--- src/rtl/mem_port_arbiter.sv ---
// Two-master round-robin arbiter in front of a single-ported memory.
// Port 0 is the CPU, port 1 the auxiliary loader/DMA; one transaction is in flight at a time.
module mem_port_arbiter #(
    parameter int WORD_SIZE  = 32,
    parameter int WR_TIMEOUT = 64
) (
    input  logic                 clk,
    input  logic                 rst,
    input  logic                 req0,
    input  logic                 req1,
    input  logic [WORD_SIZE-1:0] addr0,
    input  logic [WORD_SIZE-1:0] addr1,
    input  logic [WORD_SIZE-1:0] wdata0,
    input  logic [WORD_SIZE-1:0] wdata1,
    input  logic [1:0]           wsize0,
    input  logic [1:0]           wsize1,
    output logic                 ack0,
    output logic                 ack1,
    output logic                 err0,
    output logic                 err1,
    output logic [WORD_SIZE-1:0] rdata,
    output logic [WORD_SIZE-1:0] mem_address,
    output logic [1:0]           mem_write,
    output logic [WORD_SIZE-1:0] mem_wdata,
    input  logic [WORD_SIZE-1:0] mem_q,
    input  logic                 mem_done,
    input  logic                 mem_align_error,
    output logic                 busy
);
    localparam int CNT_W = (WR_TIMEOUT > 1) ? $clog2(WR_TIMEOUT) : 1;

    typedef enum logic [2:0] {
        IDLE    = 3'd0,
        RD_ADDR = 3'd1,
        RD_DATA = 3'd2,
        WR_BUSY = 3'd3,
        RESP    = 3'd4
    } state_t;

    state_t             state_reg;
    logic               grant_reg;
    logic               last_grant_reg;
    logic               err_flag_reg;
    logic [CNT_W-1:0]   timeout_cnt_reg;
    logic [1:0]         ack_reg;
    logic [1:0]         err_reg;

    logic                 grant_sel;
    logic [WORD_SIZE-1:0] sel_addr;
    logic [WORD_SIZE-1:0] sel_wdata;
    logic [1:0]           sel_wsize;
    logic                 wr_timeout;
    logic                 resp_err;

    // Contention goes to the port not served last; a lone requester always wins.
    always_comb begin
        grant_sel = 1'b0;
        if (req0 && req1) begin
            grant_sel = ~last_grant_reg;
        end else if (req1) begin
            grant_sel = 1'b1;
        end
        sel_addr   = grant_sel ? addr1  : addr0;
        sel_wdata  = grant_sel ? wdata1 : wdata0;
        sel_wsize  = grant_sel ? wsize1 : wsize0;
        wr_timeout = (timeout_cnt_reg == CNT_W'(WR_TIMEOUT - 1));
        resp_err   = err_flag_reg | mem_align_error
                   | ((state_reg == WR_BUSY) & wr_timeout & ~mem_done);
    end

    always_ff @(posedge clk or negedge rst) begin
        if (!rst) begin
            state_reg       <= IDLE;
            grant_reg       <= 1'b0;
            last_grant_reg  <= 1'b1;
            err_flag_reg    <= 1'b0;
            timeout_cnt_reg <= '0;
            ack_reg         <= 2'b00;
            err_reg         <= 2'b00;
            rdata           <= '0;
            mem_address     <= '0;
            mem_wdata       <= '0;
            mem_write       <= 2'b00;
        end else begin
            ack_reg <= 2'b00;
            err_reg <= 2'b00;
            case (state_reg)
                IDLE: begin
                    if (req0 || req1) begin
                        grant_reg      <= grant_sel;
                        last_grant_reg <= grant_sel;
                        err_flag_reg   <= 1'b0;
                        mem_address    <= sel_addr;
                        mem_wdata      <= sel_wdata;
                        if (sel_wsize == 2'b00) begin
                            state_reg <= RD_ADDR;
                        end else begin
                            state_reg       <= WR_BUSY;
                            mem_write       <= sel_wsize;
                            timeout_cnt_reg <= '0;
                        end
                    end
                end
                RD_ADDR: begin
                    state_reg <= RD_DATA;
                end
                RD_DATA: begin
                    rdata              <= mem_q;
                    ack_reg[grant_reg] <= ~resp_err;
                    err_reg[grant_reg] <= resp_err;
                    state_reg          <= RESP;
                end
                WR_BUSY: begin
                    // mem_done wins over a timeout landing on the same cycle.
                    if (mem_done || wr_timeout) begin
                        mem_write          <= 2'b00;
                        ack_reg[grant_reg] <= ~resp_err;
                        err_reg[grant_reg] <= resp_err;
                        state_reg          <= RESP;
                    end else begin
                        timeout_cnt_reg <= timeout_cnt_reg + CNT_W'(1);
                        err_flag_reg    <= err_flag_reg | mem_align_error;
                    end
                end
                RESP: begin
                    state_reg <= IDLE;
                end
                default: begin
                    state_reg <= IDLE;
                    mem_write <= 2'b00;
                end
            endcase
        end
    end

    assign ack0 = ack_reg[0];
    assign ack1 = ack_reg[1];
    assign err0 = err_reg[0];
    assign err1 = err_reg[1];
    assign busy = (state_reg != IDLE);

endmodule

--- config.mk ---
export PLATFORM = sky130hd
export DESIGN_NAME = mem_port_arbiter
export DESIGN_NICKNAME = d
export VERILOG_FILES = /design/src/rtl/mem_port_arbiter.sv
export SDC_FILE = /design/constraint.sdc
export NUM_CORES = 1
export LEC_CHECK = 0
export ABC_CLOCK_PERIOD_IN_PS = 1900
export CAP_MARGIN = 30
export CORE_AREA = 5 5 125 127
export DETAILED_ROUTE_END_ITERATION = 10
export DIE_AREA = 0 0 130 132
export MAX_ROUTING_LAYER = met4
export PLACE_DENSITY = 0.8
export SYNTH_ARGS = -nofsm -noshare
export SYNTH_HDL_FRONTEND = slang
export SYNTH_SLANG_ARGS = --single-unit
--- constraint.sdc ---
create_clock -name clk -period 1.9 [get_ports clk]
set_input_delay 0.19 -clock clk [delete_from_list [all_inputs] [get_ports clk]]
set_output_delay 0.19 -clock clk [all_outputs]
set_load 0.02 [all_outputs]
* Word level (Yosys, flattened, before mapping)
Index checks and enable logic that the tools add are counted.
** Operators by class
- Muxes and demuxes :: 26
- Equality and inequality tests :: 9
- $add $sub $neg :: 1
- Reduce and logical (&&, ||, !) cells :: 14
- Order comparisons :: 2
- Bitwise operators :: 10
** Operators by type and width (number)
- 2-to-1 mux 32 bit :: 2
- 2-to-1 mux 6 bit :: 3
- 2-to-1 mux 2 bit :: 7
- case mux 3 bit (4 select lines) :: 1
- case mux 6 bit (2 select lines) :: 1
- case mux 2 bit (2 select lines) :: 2
- AND reduction 4 bit :: 2
- adder 6 x 1 -> 6 bit (second input constant) :: 1
- equality test 3 x 2 -> 1 bit (second input constant) :: 2
- equality test 6 bit (second input constant) :: 1
- 2-to-1 mux 3 bit :: 2
- != test 2 bit (second input constant) :: 3
- case mux 2 bit (3 select lines) :: 1
- 2-to-1 mux 1 bit :: 5
- bitwise AND 2 bit :: 2
- NOT 1 bit :: 4
- AND reduction 2 bit :: 2
- equality test 3 x 1 -> 1 bit (second input constant) :: 1
- equality test 3 bit (second input constant) :: 1
- zero test 3 bit :: 1
- AND reduction 3 bit :: 1
- nonzero test 3 bit :: 1
- OR reduction 3 bit :: 1
- bitwise AND 1 bit :: 2
- 10 further kinds :: 13
** Word-level totals
- Logic and storage cells :: 73
- Flip-flop bits (word level) :: 114

* Depth between registers and ports, before layout
- Depth after elaboration :: 8
- Mapped depth :: 8
- Gate-level depth less buffers :: 6

* Least setup slack after synthesis
OpenSTA, ideal clock, no wires.
- Path kind :: register to register
- Start :: register timeout_cnt_reg[0]
- End :: register timeout_cnt_reg[4]
- Path slack :: 0.120 ns
- Path buffers :: 0
- Setup time :: 0.129 ns
- Cell stages (with the launch flop) :: 7
- Arrival :: 1.652 ns
- Clock period less this slack :: 1.780 ns
- Required time :: 1.771 ns
- Path through :: dfrtp_1 > ha_1 > and3_1 > a311o_1 > o2bb2ai_4 > o21ai_1 > o41ai_2
** Between the ends
- Cells in the longest elaborated chain, start to end :: 4
- Elaborated cells on any way between the ends :: 7
- Those cells by class :: add/sub: 1; eq/ne: 2; mux: 2; reduce/logical: 2
** RTL lines
- start, declared :: RTL line 44 : logic [CNT_W-1:0] timeout_cnt_reg;
- start signal, assigned :: RTL line 121 : timeout_cnt_reg <= timeout_cnt_reg + CNT_W'(1);
- branches (longest 4 deep; another with adder 6 x 1 -> 6 bit)
Several ways; the timed one is not identified. The select of a mux whose other input is x is not followed.
A chain may end at the register's enable or synchronous reset.

* Final worst setup path
- Start :: register timeout_cnt_reg[0]
- End :: register mem_write[0]
** Between the ends
- Cells in the longest elaborated chain, start to end :: 4
** RTL lines
- equality test 6 bit :: RTL line 66 : wr_timeout = (timeout_cnt_reg == CNT_W'(WR_TIMEOUT - 1));
- logical OR 1 bit :: RTL line 115 : if (mem_done || wr_timeout) begin
- != test 2 x 1 -> 1 bit (no line)
- AND reduction 4 bit (no line)
- end signal, assigned :: RTL line 99 : mem_write <= sel_wsize;
- end, declared :: RTL line 23 : output logic [1:0] mem_write,
Every way passes these cells.

==> results_dict.tcl <==
set metrics [dict create \
    outcome "completed" \
    gp_congestion 0.821 \
    synth_simple_gate_area_frac 0.0857 \
    muxShareOfSynthArea 0.203 \
    crit_chain "ha_1 -> and3_1 -> a31o_2 -> a311oi_4 -> a21oi_1 -> o32ai_2" \
    rsz0062_at_grt "yes" \
    hold_depth 2 \
    setup-violations-final 0 \
    syn-cell-area_um2 5080 \
    rr_worst_depth 6 \
    netlist_instances 442 \
    cp_num_cells 6 \
    place_hpwl_mm 11.6 \
    skew_ps 6.34 \
    fin_crit_ps 1850 \
    hold_viol 0 \
    cts_tree "yes" \
    synth_compound_area_frac 0.113 \
    cts.clk_slew.worst_paths_ps 50 \
    syn_nets 613 \
    final-max-slew-violation-count 0 \
    die_area_um2 17200 \
    wl_mm 15.1 \
    pre_cts_ws_ps 30.5 \
    synth_top_family_by_area "multiplexers" \
    reg_top3 "mem_address (32), mem_wdata (32), rdata (32)" \
    crit_fanout 4 \
    placed_cells 892 \
    syn_to_final_growth_pct 72.2 \
    drc_errors 0 \
    grt_pass1_wl_mm 23.4 \
    drt-pass1-iter-count 4 \
    power.leakage_nw 3.74 \
    rr_endpoint "mem_write[0]$_DFFE_PN0P_" \
    hold_ws_ps 387 \
    numCtsBuffers 17 \
    fin_total_pwr_mw 14.4 \
    multi_input_area_um2 2090 \
    clk_latency_ps 410 \
    critPathBufInv 0 \
    io_buffers 272 \
    max_cap_viol_count 0 \
    drtAntennaViolNets 0 \
    cts.sinks 114 \
    grt-ovfl-total 0 \
    irDropWorstVdd_mv 0.854 \
    cts_max_level 4 \
    antenna_found_initial 0 \
    slowest_delay_ps 410 \
    crit_path_end_kind "flop" \
    reg2reg_setup_slack_ps 50 \
    slowest_stage "dfrtp_1" \
    chipHeight_um 132 \
    synth-seq-area-share 0.562 \
    power.density_nw_per_um2 1640 \
    worst_pin_slew_ps 603 \
    drt-vias-per-instance 4.73 \
    fmax_mhz 540 \
    min_path_type "primary input to flop" \
    grt_usage 0.179 \
    regArea_um2 2860 \
    slew_headroom 0.598 \
    core_um2 14300 \
    hp-start "mem_q[1]" \
    async_flop_share 1.00 \
    yosys.area_share.adder 0.00246 \
    drt_iter0_drc 259 \
    num_rows 44 \
    pin_count 273 \
    nets 901 \
    holdPathEnd "rdata[1]$_DFFE_PN0P_" \
    clock_path_buffers 2 \
    post-route-period-util 0.974 \
    crit_type "flop to flop" \
    cts_root_buf "clkbuf_16" \
    synth_xor_area_frac 0 \
    dpl_cell_area_um2 8120 \
    vias 4384 \
    yosysUniqueCellTypes 40 \
    setup_tns_ps 0 \
    stdcell_count 927 \
    final_core_util 0.611 \
    worst_ep_required_time_ps 2200 \
    syn_avg_cell_area_um2 11.5 \
    die_w_um 130 \
    final_area_um2 8750 \
    grt_pass1_vias 4640 \
    grt_max_degree 115 \
    yosysWarnings 0 \
    ys_ff_latch 114 \
    fill_cells 1163 \
    layout_setup_ws_ps 49.5 \
    cp_top_family "compound AO/OA/AOI/OAI gates" \
    worstReg2RegStart "timeout_cnt_reg[0]$_DFFE_PN0P_" \
    start_util 0.355 \
    worstPathArrival_ps 2150 \
    start_kind "flop" \
    wl_per_cell_um 16.3 \
    synth_edf_count 0 \
    n_antenna_cell 0 \
    ys.flop_type "dfrtp_1" \
    drive_above_1_share 0.133 \
]
==> how the worst max path moves through the flow <==
stage	start	endpoint	slack (ps)
6_report	timeout_cnt_reg[0]$_DFFE_PN0P_	mem_write[0]$_DFFE_PN0P_	50
3_5_place_dp	timeout_cnt_reg[0]$_DFFE_PN0P_	timeout_cnt_reg[4]$_DFFE_PN0P_	30
5_1_grt	timeout_cnt_reg[0]$_DFFE_PN0P_	mem_write[0]$_DFFE_PN0P_	-40
3_3_place_gp	timeout_cnt_reg[0]$_DFFE_PN0P_	mem_write[1]$_DFFE_PN0P_	130
2_1_floorplan	timeout_cnt_reg[0]$_DFFE_PN0P_	timeout_cnt_reg[4]$_DFFE_PN0P_	120
4_1_cts	timeout_cnt_reg[0]$_DFFE_PN0P_	mem_write[1]$_DFFE_PN0P_	20
==> what timing repair did <==
action | in CTS | in global routing
endpoints found under the hold margin | 113 | 0
endpoints found under the setup margin | 2 | 5
setup buffers | 1 | 1
cloned | 0 | 0
pin swaps | 1 | 2
resized for setup | 3 | 3
hold buffers | 1 | 0
==> cells in the final DEF (no fill, tap or decap), types with 3 or more instances in the layout <==
cell,netlist,routed
a21oi_1,6,6
a31oi_1,3,3
and3_1,4,4
buf_12,0,8
buf_4,10,14
clkbuf_16,0,17
clkbuf_8,0,4
clkdlybuf4s50_1,0,270
clkinv_2,0,4
clkinvlp_4,0,4
dfrtp_1,113,112
inv_1,3,3
mux2_2,30,30
mux2i_1,67,67
nand2_1,72,72
nand3_1,4,4
nor2_1,15,14
o21ai_0,30,30
o21ai_1,44,43
==> final cells by class <==
type,instances,area share
Clock buffer,23,0.0558
Clock inverter,9,0.00916
Inverter,4,0.00172
Multi-Input combinational cell,299,0.239
Sequential cell,114,0.326
Tap cell,184,0.0263
Timing Repair Buffer,294,0.341
==> cell usage after synthesis, drive strengths merged (2+ instances only) <==
library cell	instances	area, um^2
o41ai	2	25.0
mux2i	67	671
nand2b	3	21.3
nor2	16	62.6
nand3	4	20.0
o31ai	2	15.0
and3	4	25.0
inv	4	15.0
nand2	72	270
mux2	32	360
a21oi	6	30.0
o21ai	75	379
clkbuf	7	26.3
buf	18	133
dfrtp	113	2830
a31oi	3	18.8
==> metal layers <==
| metal | track usage | share of wire |
|---|---|---|
| met1 | 0.194 | 0.38 |
| met2 | 0.310 | 0.53 |
| met3 | 0.0486 | 0.074 |
| met4 | 0.0664 | 0.021 |
| met5 | - | 0 |
==> worst register-to-register path, stage by stage (launching register included) <==
cell and delay, ps:
dfrtp_1 410, ha_1 250, and3_1 240, a31o_2 290, a311oi_4 290, a21oi_1 110
o32ai_2 160
==> kinds of logic (layout without fill, tap and decap cells) <==
family,count (synthesis),count (layout)
AOI/OAI and AO/OA,96,96
adders and majority gates,1,1
buffers and inverters,29,330
DFF,114,114
muxes,99,99
and+or+nand+nor,103,103
==> power breakdown <==
| group | switching [mW] | internal, mW |
|---|---|---|
| sequential | 0.631 | 3.59 |
| clock | 1.07 | 1.92 |
| combinational | 3.60 | 3.53 |
| total | 5.30 | 9.05 |
Note: power is estimated with default switching activity, not from simulation.
